### config.mk
export PLATFORM = sky130hd
export DESIGN_NAME = sprite_mover
export DESIGN_NICKNAME = d
export VERILOG_FILES = /design/src/rtl/sprite_mover.sv
export SDC_FILE = /design/constraint.sdc
export NUM_CORES = 1
export LEC_CHECK = 0
export CAP_MARGIN = 20
export CORE_MARGIN = 1.5
export CORE_UTILIZATION = 50
export DETAILED_ROUTE_END_ITERATION = 8
export PLACE_DENSITY = 0.79
export SKIP_LAST_GASP = 1
export SYNTH_ARGS = -nofsm -noshare
export SYNTH_HDL_FRONTEND = slang
export SYNTH_SLANG_ARGS = --single-unit
export TNS_END_PERCENT = 100
### constraint.sdc
create_clock -name Pclk -period 5.06 [get_ports Pclk]
set_clock_uncertainty 0.1 [all_clocks]
set_input_delay 0.759 -clock Pclk [delete_from_list [all_inputs] [get_ports Pclk]]
set_output_delay 0.759 -clock Pclk [all_outputs]
set_load 0.005 [all_outputs]
### src/rtl/sprite_mover.sv
`default_nettype none
// =============================================================================
// Module   : sprite_mover
// Brief    : Sprite position/clamp engine with raster ROM addressing and a
//            sprite_on flag delay-matched to the ROM read latency.
//            Optional macro SPRITE_SCALE2X_EN displays the sprite at 2x size.
// Revision : 1.0 - initial release
// =============================================================================
module sprite_mover #(
  parameter int SPRITE_W    = 15,
  parameter int SPRITE_H    = 15,
  parameter int ADDR_W      = 10,
  parameter int START_X     = 400,
  parameter int START_Y     = 300,
  parameter int BOX_X_MIN   = 217,
  parameter int BOX_X_MAX   = 402,
  parameter int BOX_Y_MIN   = 200,
  parameter int BOX_Y_MAX   = 375,
  parameter int STEP        = 5,
  parameter int ROM_LATENCY = 1
) (
  input  logic              Pclk,
  input  logic              rst,
  input  logic [9:0]        xx,
  input  logic [9:0]        yy,
  input  logic              aactive,
  input  logic              frame_start,
  input  logic [2:0]        dir,
  input  logic              load_en,
  input  logic [9:0]        load_x,
  input  logic [9:0]        load_y,
  output logic [ADDR_W-1:0] rom_addr,
  output logic              sprite_on,
  output logic [9:0]        pos_x,
  output logic [9:0]        pos_y,
  output logic [3:0]        at_edge
);

`ifdef SPRITE_SCALE2X_EN
  localparam int c_SHIFT = 1;
`else
  localparam int c_SHIFT = 0;
`endif
  localparam int c_HIT_W = SPRITE_W << c_SHIFT;
  localparam int c_HIT_H = SPRITE_H << c_SHIFT;

  localparam logic [10:0] c_XMIN = 11'(BOX_X_MIN);
  localparam logic [10:0] c_XMAX = 11'(BOX_X_MAX);
  localparam logic [10:0] c_YMIN = 11'(BOX_Y_MIN);
  localparam logic [10:0] c_YMAX = 11'(BOX_Y_MAX);
  localparam logic [10:0] c_STEP = 11'(STEP);

  localparam int c_RST_X_I = (START_X < BOX_X_MIN) ? BOX_X_MIN :
                             ((START_X > BOX_X_MAX) ? BOX_X_MAX : START_X);
  localparam int c_RST_Y_I = (START_Y < BOX_Y_MIN) ? BOX_Y_MIN :
                             ((START_Y > BOX_Y_MAX) ? BOX_Y_MAX : START_Y);
  localparam logic [9:0] c_RST_X = 10'(c_RST_X_I);
  localparam logic [9:0] c_RST_Y = 10'(c_RST_Y_I);

  // All position arithmetic is done in 11 bits so nothing wraps at 0 or 1023.
  function automatic logic [9:0] clamp10(input logic [9:0] v,
                                         input logic [10:0] lo,
                                         input logic [10:0] hi);
    if ({1'b0, v} < lo)      return lo[9:0];
    else if ({1'b0, v} > hi) return hi[9:0];
    else                     return v;
  endfunction

  function automatic logic [9:0] step_dec(input logic [9:0] p, input logic [10:0] lo);
    return ({1'b0, p} < lo + c_STEP) ? lo[9:0] : 10'({1'b0, p} - c_STEP);
  endfunction

  function automatic logic [9:0] step_inc(input logic [9:0] p, input logic [10:0] hi);
    return ({1'b0, p} + c_STEP > hi) ? hi[9:0] : 10'({1'b0, p} + c_STEP);
  endfunction

  logic [9:0]         r_pos_x, r_pos_y;
  logic [9:0]         w_nx, w_ny;
  logic               w_up, w_dn, w_lf, w_rt;
  logic [3:0]         r_at_edge;
  logic [ADDR_W-1:0]  r_rom_addr;
  logic [ROM_LATENCY:0] r_on_pipe;

  always_comb begin
    w_up = 1'b0;
    w_dn = 1'b0;
    w_lf = 1'b0;
    w_rt = 1'b0;
    case (dir)
      3'b000: w_up = 1'b1;
      3'b001: w_dn = 1'b1;
      3'b010: w_lf = 1'b1;
      3'b011: w_rt = 1'b1;
      3'b100: begin w_up = 1'b1; w_lf = 1'b1; end
      3'b101: begin w_up = 1'b1; w_rt = 1'b1; end
      3'b110: begin w_dn = 1'b1; w_lf = 1'b1; end
      default: begin w_dn = 1'b1; w_rt = 1'b1; end
    endcase
  end

  // Teleport wins over the frame move issued in the same cycle.
  always_comb begin
    w_nx = r_pos_x;
    w_ny = r_pos_y;
    if (load_en) begin
      w_nx = clamp10(load_x, c_XMIN, c_XMAX);
      w_ny = clamp10(load_y, c_YMIN, c_YMAX);
    end else if (frame_start) begin
      if (w_up)      w_ny = step_dec(r_pos_y, c_YMIN);
      else if (w_dn) w_ny = step_inc(r_pos_y, c_YMAX);
      if (w_lf)      w_nx = step_dec(r_pos_x, c_XMIN);
      else if (w_rt) w_nx = step_inc(r_pos_x, c_XMAX);
    end
  end

  always_ff @(posedge Pclk) begin
    if (rst) begin
      r_pos_x <= c_RST_X;
      r_pos_y <= c_RST_Y;
    end else begin
      r_pos_x <= w_nx;
      r_pos_y <= w_ny;
    end
  end

  always_ff @(posedge Pclk) begin
    if (rst) begin
      r_at_edge <= 4'b0000;
    end else begin
      r_at_edge <= {({1'b0, r_pos_x} == c_XMAX), ({1'b0, r_pos_x} == c_XMIN),
                    ({1'b0, r_pos_y} == c_YMAX), ({1'b0, r_pos_y} == c_YMIN)};
    end
  end

  logic [10:0]       w_dx, w_dy;
  logic [6:0]        w_col, w_row;
  logic              w_in_x, w_in_y, w_in_spr;
  logic [ADDR_W-1:0] w_addr;

  assign w_in_x   = ({1'b0, xx} >= {1'b0, r_pos_x}) &&
                    ({1'b0, xx} <  {1'b0, r_pos_x} + 11'(c_HIT_W));
  assign w_in_y   = ({1'b0, yy} >= {1'b0, r_pos_y}) &&
                    ({1'b0, yy} <  {1'b0, r_pos_y} + 11'(c_HIT_H));
  assign w_in_spr = aactive && w_in_x && w_in_y;

  // Offsets are only meaningful when w_in_spr is set.
  assign w_dx   = {1'b0, xx} - {1'b0, r_pos_x};
  assign w_dy   = {1'b0, yy} - {1'b0, r_pos_y};
  assign w_col  = 7'(w_dx >> c_SHIFT);
  assign w_row  = 7'(w_dy >> c_SHIFT);
  assign w_addr = ADDR_W'(w_row) * ADDR_W'(SPRITE_W) + ADDR_W'(w_col);

  always_ff @(posedge Pclk) begin
    if (rst)           r_rom_addr <= '0;
    else if (w_in_spr) r_rom_addr <= w_addr;
  end

  generate
    if (ROM_LATENCY == 0) begin : g_pipe_single
      always_ff @(posedge Pclk) begin
        if (rst) r_on_pipe <= '0;
        else     r_on_pipe <= w_in_spr;
      end
    end else begin : g_pipe_multi
      always_ff @(posedge Pclk) begin
        if (rst) r_on_pipe <= '0;
        else     r_on_pipe <= {r_on_pipe[ROM_LATENCY-1:0], w_in_spr};
      end
    end
  endgenerate

  assign rom_addr  = r_rom_addr;
  assign sprite_on = r_on_pipe[ROM_LATENCY];
  assign pos_x     = r_pos_x;
  assign pos_y     = r_pos_y;
  assign at_edge   = r_at_edge;

endmodule
`default_nettype wire

==> run metrics, run 1 <==
flops & latches, synth=36; CTS max path bufs=2; core area=9910 um^2; Area contributors post-synth=ha_1 16%, dfxtp_1 14%, xnor2_1 6.8%, fa_1 5.4%, a21oi_1 4.7%; final period utilization=98.37%; initial antenna violation count=0; Commonest cells post-synth=67 x ha_1, 62 x nor2_1, 53 x inv_1, 48 x a21oi_1, 40 x xnor2_1; routability cong.=0.9040; Post-synth EDFFs=0; Iter 0 DRT Violations=340; arrival time worst endpoint=5040 ps; Synth top area share=between 10% and 20%; clk_lat worst skew=around 300 ps; routed wire length=between 15000 and 20000 um; area post-placement=6259 um^2; mapped cell area=5159 um^2; Pwr Density=547.5 nW/um^2; clk slew on worst S/H paths=80 ps; first-pass GRT wire length=24720 um; CTS tree=built; GRT Total Usage=26.96%; Avg Inst Size Synth=a little under 8 um^2; required time of the critical path=5120 ps; layout filler cell count=846; Util after Layout=between 60% and 70%; proportion of layout cells with a drive suffix above 1=11.02%; Vias/cell=6.213; Area Growth Syn to Fin=25.56%; ANT cells=0; worst vdd ir=around 0.67 mV; slew of the pin with the lowest slew margin=833.7 ps; WS Path Type=in -> reg; site row count=36; crit start category=input port; setup violators final=0; met2 Use GR=45.82%; die width=around 100 um; total of max-cap violations=0; max_slew headroom=44.42%; I/O pins=83; GRT met1 Usage=34.97%; multi-input logic area=4155 um^2; Die Y=around 100 um; Top Usage Layer GRT=met2; NetSw=1.587 mW; TritonRoute pass-1 iters=5; Pins Over Slew Limit=0; CTS root buf=clkbuf_8; worst hold path class=reg -> reg; Die ar.=approximately 11000 um^2; P_leak=approximately 2.7 nW; Switching Fraction=between 40% and 50%; global route total overflow=0; Post-Synthesis Cells=663; Mapped Nets=slightly below 800; Reg area=~700 um^2; Final HPWL DP=about 11000 um; Critical Path End Type=register; Synth area leader=ha_1; initial core utilization=52.06%; Post-synth ARST share=0%; crit path time final=4978 ps; Final Hold Fails=0; post-synthesis sequential area ratio=13.97%; Post-CTS Hold Fix Bufs=0; max frequency=200.9 MHz; drt wl/cell=approximately 17 um; most common cell in the netlist=ha_1; Ys Warns=0; cell-internal power=between 1.5 and 2 mW; clk sinks=36; nets=approximately 900; largest net degree at the start of global routing=27; drt drc=0; Synth cell types=76; GRT met3 Usage=3.743%; H-tree Lvls=2; outcome=finished, final reports clean; power share of the clock group=7.7%; Synth Flop Type=dfxtp_1; CP Max Fanout=3; sequential share of power=10.1%; Antenna Violating Nets Remaining=0; via count=5561; fin area=6477 um^2; number of global-route vias before repair=5271; number of I/O port buffers=82; CTS Buf Count=5; combinational power share=82.2%
==> power groups by stage <==
| stage | combinational (mW) | sequential, mW | clock, mW |
|---|---|---|---|
| 2_1_floorplan | 1.77 | 0.345 | 0 |
| 3_3_place_gp | 2.41 | 0.361 | 0 |
| 3_5_place_dp | 2.49 | 0.362 | 0 |
| 4_1_cts | 2.55 | 0.356 | 0.277 |
| 5_1_grt | 3.22 | 0.363 | 0.291 |
| 6_report | 2.92 | 0.358 | 0.273 |
==> through the flow <==
step / setup WS [ps] / instances / hold WS, ps / setup TNS, ps / power [mW]
final: 82.43 / 895 / 350.7 / 0 / 3.546
after global placement: -223.7 / 884 / 330.3 / -515.2 / 2.772
after CTS: 55.93 / 893 / 356.8 / 0 / 3.183
after global routing: -86.79 / 895 / 371.1 / -113.4 / 3.877
after detailed placement: -320.7 / 885 / 338.8 / -846.5 / 2.854
after floorplan: 69.33 / 663 / 313.8 / 0 / 2.115
==> timing repair <==
item / in CTS / in global routing
setup endpoints to repair: 1 / 4
resized for setup: 1 / 18
pin swaps: 0 / 8
setup buffers: 0 / 2
==> layer usage <==
| layer | wire length (um) | part of all wire [%] | up-vias |
|---|---|---|---|
| li1 | - | - | 2617 |
| met1 | 6305 | 42 | 2613 |
| met2 | 7412 | 49 | 290 |
| met3 | 1099 | 7.2 | 41 |
| met4 | 343 | 2.3 | 0 |
| met5 | 0 | 0 | - |
==> critical path, stage by stage <==
cell	delay, ps
clkdlybuf4s50_1	490
ha_1	340
nand2b_1	120
nand2b_1	70
a21o_1	180
xor2_1	160
inv_1	100
fa_1	470
fa_1	510
fa_1	550
inv_1	40
ha_1	320
o21ai_0	270
nor2_1	100
o41ai_2	230
xnor2_1	90
mux2i_1	150
nor2_1	70
==> flip-flops by register name, summed over array words and instances (netlist names) <==
register,flops
at_edge,4
pos_x,10
pos_y,10
r_on_pipe,2
rom_addr,10
==> cells by family (layout without fill, tap and decap cells) <==
group / after synthesis / after routing / share of synthesized area [%]
and+or+nand+nor: 199 / 199 / 19.67
muxes: 13 / 13 / 2.547
xor gates and xnor gates: 45 / 45 / 7.640
adders and majority gates: 81 / 81 / 21.68
buffers and inverters: 86 / 185 / 7.228
AOI/OAI and AO/OA: 203 / 203 / 27.26
DFF: 36 / 36 / 13.97
==> area by class of cell <==
type	instances	area share [%]
clock buffer	5	1.062
clock inverter	3	0.6568
inverter	56	3.245
multi-input combinational	541	64.15
sequential	36	11.13
tap	133	2.569
timing repair buffer	121	17.19
==> cells in the final DEF (no fill, tap or decap), types with 4 or more instances in the layout <==
cell / synthesis / routed
nand3_1: 22 / 22
a21oi_1: 48 / 47
dfxtp_1: 36 / 36
o31ai_1: 10 / 10
inv_1: 53 / 50
or2_2: 4 / 4
inv_2: 2 / 5
nand3b_1: 5 / 5
nand4_1: 9 / 9
nand4b_1: 4 / 4
clkdlybuf4s50_1: 0 / 81
nor4_1: 7 / 7
nor3_1: 16 / 16
a21o_1: 17 / 17
nor2b_1: 9 / 8
a31oi_1: 8 / 8
xnor2_1: 40 / 39
a211o_1: 6 / 6
or3_1: 8 / 8
clkbuf_8: 0 / 5
o21ai_1: 4 / 4
o21a_1: 8 / 8
o21bai_1: 4 / 4
nor2_1: 62 / 61
nand2b_1: 10 / 10
ha_1: 67 / 63
buf_4: 7 / 38
fa_1: 14 / 13
nand2_1: 28 / 28
a211oi_1: 10 / 8
o211ai_1: 5 / 5
xor2_1: 5 / 5
mux2i_1: 12 / 12
o21ai_0: 36 / 36
==> final timing paths <==
path	slack, ps	endpoint	start	depth (start not counted)
min reg2reg	350	r_on_pipe[1]$_SDFF_PP0_	r_on_pipe[0]$_SDFF_PP0_	1
min	350	r_on_pipe[1]$_SDFF_PP0_	r_on_pipe[0]$_SDFF_PP0_	1
max reg2reg	520	rom_addr[8]$_SDFFE_PP0P_	pos_y[1]$_SDFFE_PP0P_	18
max	80	rom_addr[8]$_SDFFE_PP0P_	yy[1]	18
No activity file was read; power rests on OpenSTA's default activity.
==> run 2, diff against run 1 <==
--- a/config.mk
+++ b/config.mk
@@ -10,6 +10,7 @@
 export CORE_UTILIZATION = 50
 export DETAILED_ROUTE_END_ITERATION = 8
 export PLACE_DENSITY = 0.79
+export REMOVE_ABC_BUFFERS = 1
 export SKIP_LAST_GASP = 1
 export SYNTH_ARGS = -nofsm -noshare
 export SYNTH_HDL_FRONTEND = slang
==> run 2 against run 1 <==
  * Wire length increased by 1.5%
  * Total power up 2.0%
  * Die area unchanged
  * Core utilization grew 0.13 points
  * Fmax is 2.3% higher
  * Cell count is 0.11% higher
  * Hold slack got worse by 4.6 ps
  * Critical path depth is 2 lower
  * Clock power decreased by 21%
  * Final area rose by 0.19%
  * Largest power group unchanged
  * Highest routed layer unchanged
==> run metrics, run 2 (synthesized netlist as in run 1, its figures left out) <==
outcome=finished, final reports clean (unchanged); Pwr Density=557.3 nW/um^2 (was 547.5 nW/um^2); Finished Layout Cells=896 (was 895); NetSw=1.646 mW (was 1.587 mW); slew of the pin with the lowest slew margin=829.1 ps (was 833.7 ps); H-tree Lvls=2 (unchanged); CTS Buf Count=5 (unchanged); Final Hold Fails=0 (unchanged); core area=9910 um^2 (unchanged); GRT Total Usage=26.83% (was 26.96%); sequential share of power=10.0% (was 10.1%); Vias/cell=6.251 (was 6.213); CP Max Fanout=5 (was 3); FF-to-FF path depth=17 (was 18); global route total overflow=0 (unchanged); clk slew on worst S/H paths=90 ps (was 80 ps); Util after Layout=65.49% (was 65.37%); CTS root buf=clkbuf_8 (unchanged); Switching Fraction=45.50% (was 44.74%); number of global-route vias before repair=5382 (was 5271); Worst Setup SP=yy[2] (was yy[1]); P_leak=2.761 nW (was 2.739 nW); combinational power share=84.1% (was 82.2%); cell-internal power=1.971 mW (was 1.959 mW); commonest non-fill, non-tap cells in the layout=80 x clkdlybuf4s50_1, 63 x ha_1, 62 x nor2_1 (was 81 x clkdlybuf4s50_1, 63 x ha_1, 61 x nor2_1); initial core utilization=52.06% (unchanged); power share of the clock group=6.0% (was 7.7%); first-pass GRT wire length=24740 um (was 24720 um); max frequency=205.6 MHz (was 200.9 MHz); total of max-cap violations=0 (unchanged); TritonRoute pass-1 iters=7 (was 5); CTS tree=built (unchanged); required time of the critical path=5150 ps (was 5120 ps); Post-CTS Hold Fix Bufs=0 (unchanged); setup violators final=0 (unchanged); routed wire length=15390 um (was 15160 um); clk_lat worst skew=290 ps (was 300 ps); worst hold stages=1 (unchanged); Final HPWL DP=11510 um (was 11440 um); largest net degree at the start of global routing=41 (was 27); clk sinks=36 (unchanged); r2r setup slk=240 ps (was 520 ps); via count=5601 (was 5561); I/O pins=83 (unchanged); number of I/O port buffers=82 (unchanged); Iter 0 DRT Violations=339 (was 340); r2r startpoint=pos_y[1]$_SDFFE_PP0P_ (unchanged); initial antenna violation count=0 (unchanged); drt drc=0 (unchanged); RSZ-0062 raised after global routing=false; worst hold path class=reg -> reg (unchanged); arrival time worst endpoint=4960 ps (was 5040 ps); nets=891 (was 890); CTS max path bufs=2 (unchanged); max_slew headroom=44.22% (was 44.42%); DP Cell Count=885 (unchanged); hold path endpoint=r_on_pipe[1]$_SDFF_PP0_ (unchanged); worst hold slack=346.1 ps (was 350.7 ps); Critical Path End Type=register (unchanged); Die Y=104.6 um (unchanged); crit start category=input port (unchanged); Antenna Violating Nets Remaining=0 (unchanged); Area Growth Syn to Fin=25.81% (was 25.56%); Pins Over Slew Limit=0 (unchanged); die width=104.6 um (unchanged); crit path time final=4864 ps (was 4978 ps); total power=3.617 mW (was 3.546 mW); final period utilization=96.13% (was 98.37%); commonest non-fill, non-tap cell in the layout=clkdlybuf4s50_1 (unchanged); worst vdd ir=0.6943 mV (was 0.6696 mV); hold_sp=r_on_pipe[0]$_SDFF_PP0_ (unchanged); WS Path Type=in -> reg (unchanged); Die ar.=10940 um^2 (unchanged); proportion of layout cells with a drive suffix above 1=11.40% (was 11.02%); site row count=36 (unchanged); RR Endpoint=rom_addr[9]$_SDFFE_PP0P_ (was rom_addr[8]$_SDFFE_PP0P_); routability cong.=0.9247 (was 0.9040); drt wl/cell=17.18 um (was 16.94 um); ANT cells=0 (unchanged)
-- run 2: stage by stage --
step                      setup WS (ps)  cell area, um^2  setup TNS, ps
final                             195.7             6490              0
after global routing             0.6328             6490              0
after CTS                        -10.50             6364         -10.50
after detailed placement         -392.3             6261          -1120
after global placement           -228.5             6261         -545.9
after floorplan                   58.85             4996              0
-- run 2: timing repair --
item	4_1_cts	5_1_grt
pin swaps	0	16
gates resized for setup	2	21
setup buffers	0	2
endpoints found under the setup margin	2	4
-- run 2: worst max-delay path by stage --
stage / endpoint / slack (ps) / cells after the start
after floorplan: rom_addr[9]$_SDFFE_PP0P_ / 60 / 18
after global placement: rom_addr[9]$_SDFFE_PP0P_ / -230 / 19
after detailed placement: rom_addr[9]$_SDFFE_PP0P_ / -390 / 19
after CTS: rom_addr[7]$_SDFFE_PP0P_ / -10 / 21
after global routing: rom_addr[9]$_SDFFE_PP0P_ / 0.6 / 16
final: rom_addr[9]$_SDFFE_PP0P_ / 200 / 16
-- run 2: power by group through the flow --
stage,Combinational (mW),Clock (mW),Sequential [mW]
2_1_floorplan,1.72,0,0.374
6_report,3.04,0.216,0.360
3_5_place_dp,2.50,0,0.365
4_1_cts,2.60,0.219,0.358
3_3_place_gp,2.42,0,0.363
5_1_grt,3.33,0.229,0.365
-- run 2: worst max-delay path, stage by stage --
cell and delay, ps:
clkdlybuf4s50_1 430, ha_1 420, o21ai_1 110, a2111oi_1 430
a211oi_2 120, xnor2_1 250, xnor2_1 170, fa_1 460
fa_1 540, inv_1 60, ha_4 260, o2111ai_2 100
nand3_2 150, o41ai_4 320, xnor2_1 140, o31ai_1 220
-- run 2: cell type report --
cell class,count,area (um^2)
multi-input combinational,541,4182
clock buffer,5,68.82
sequential,36,720.7
fill,825,3420
clock inverter,3,18.77
tap,133,166.4
timing repair buffer,122,1124
inverter,56,210.2
-- run 2: routing by layer --
layer	wire (um)	global-route usage (%)
met5	0	0
met4	476	10.18
met3	1346	2.870
met2	7374	45.02
met1	6192	35.38
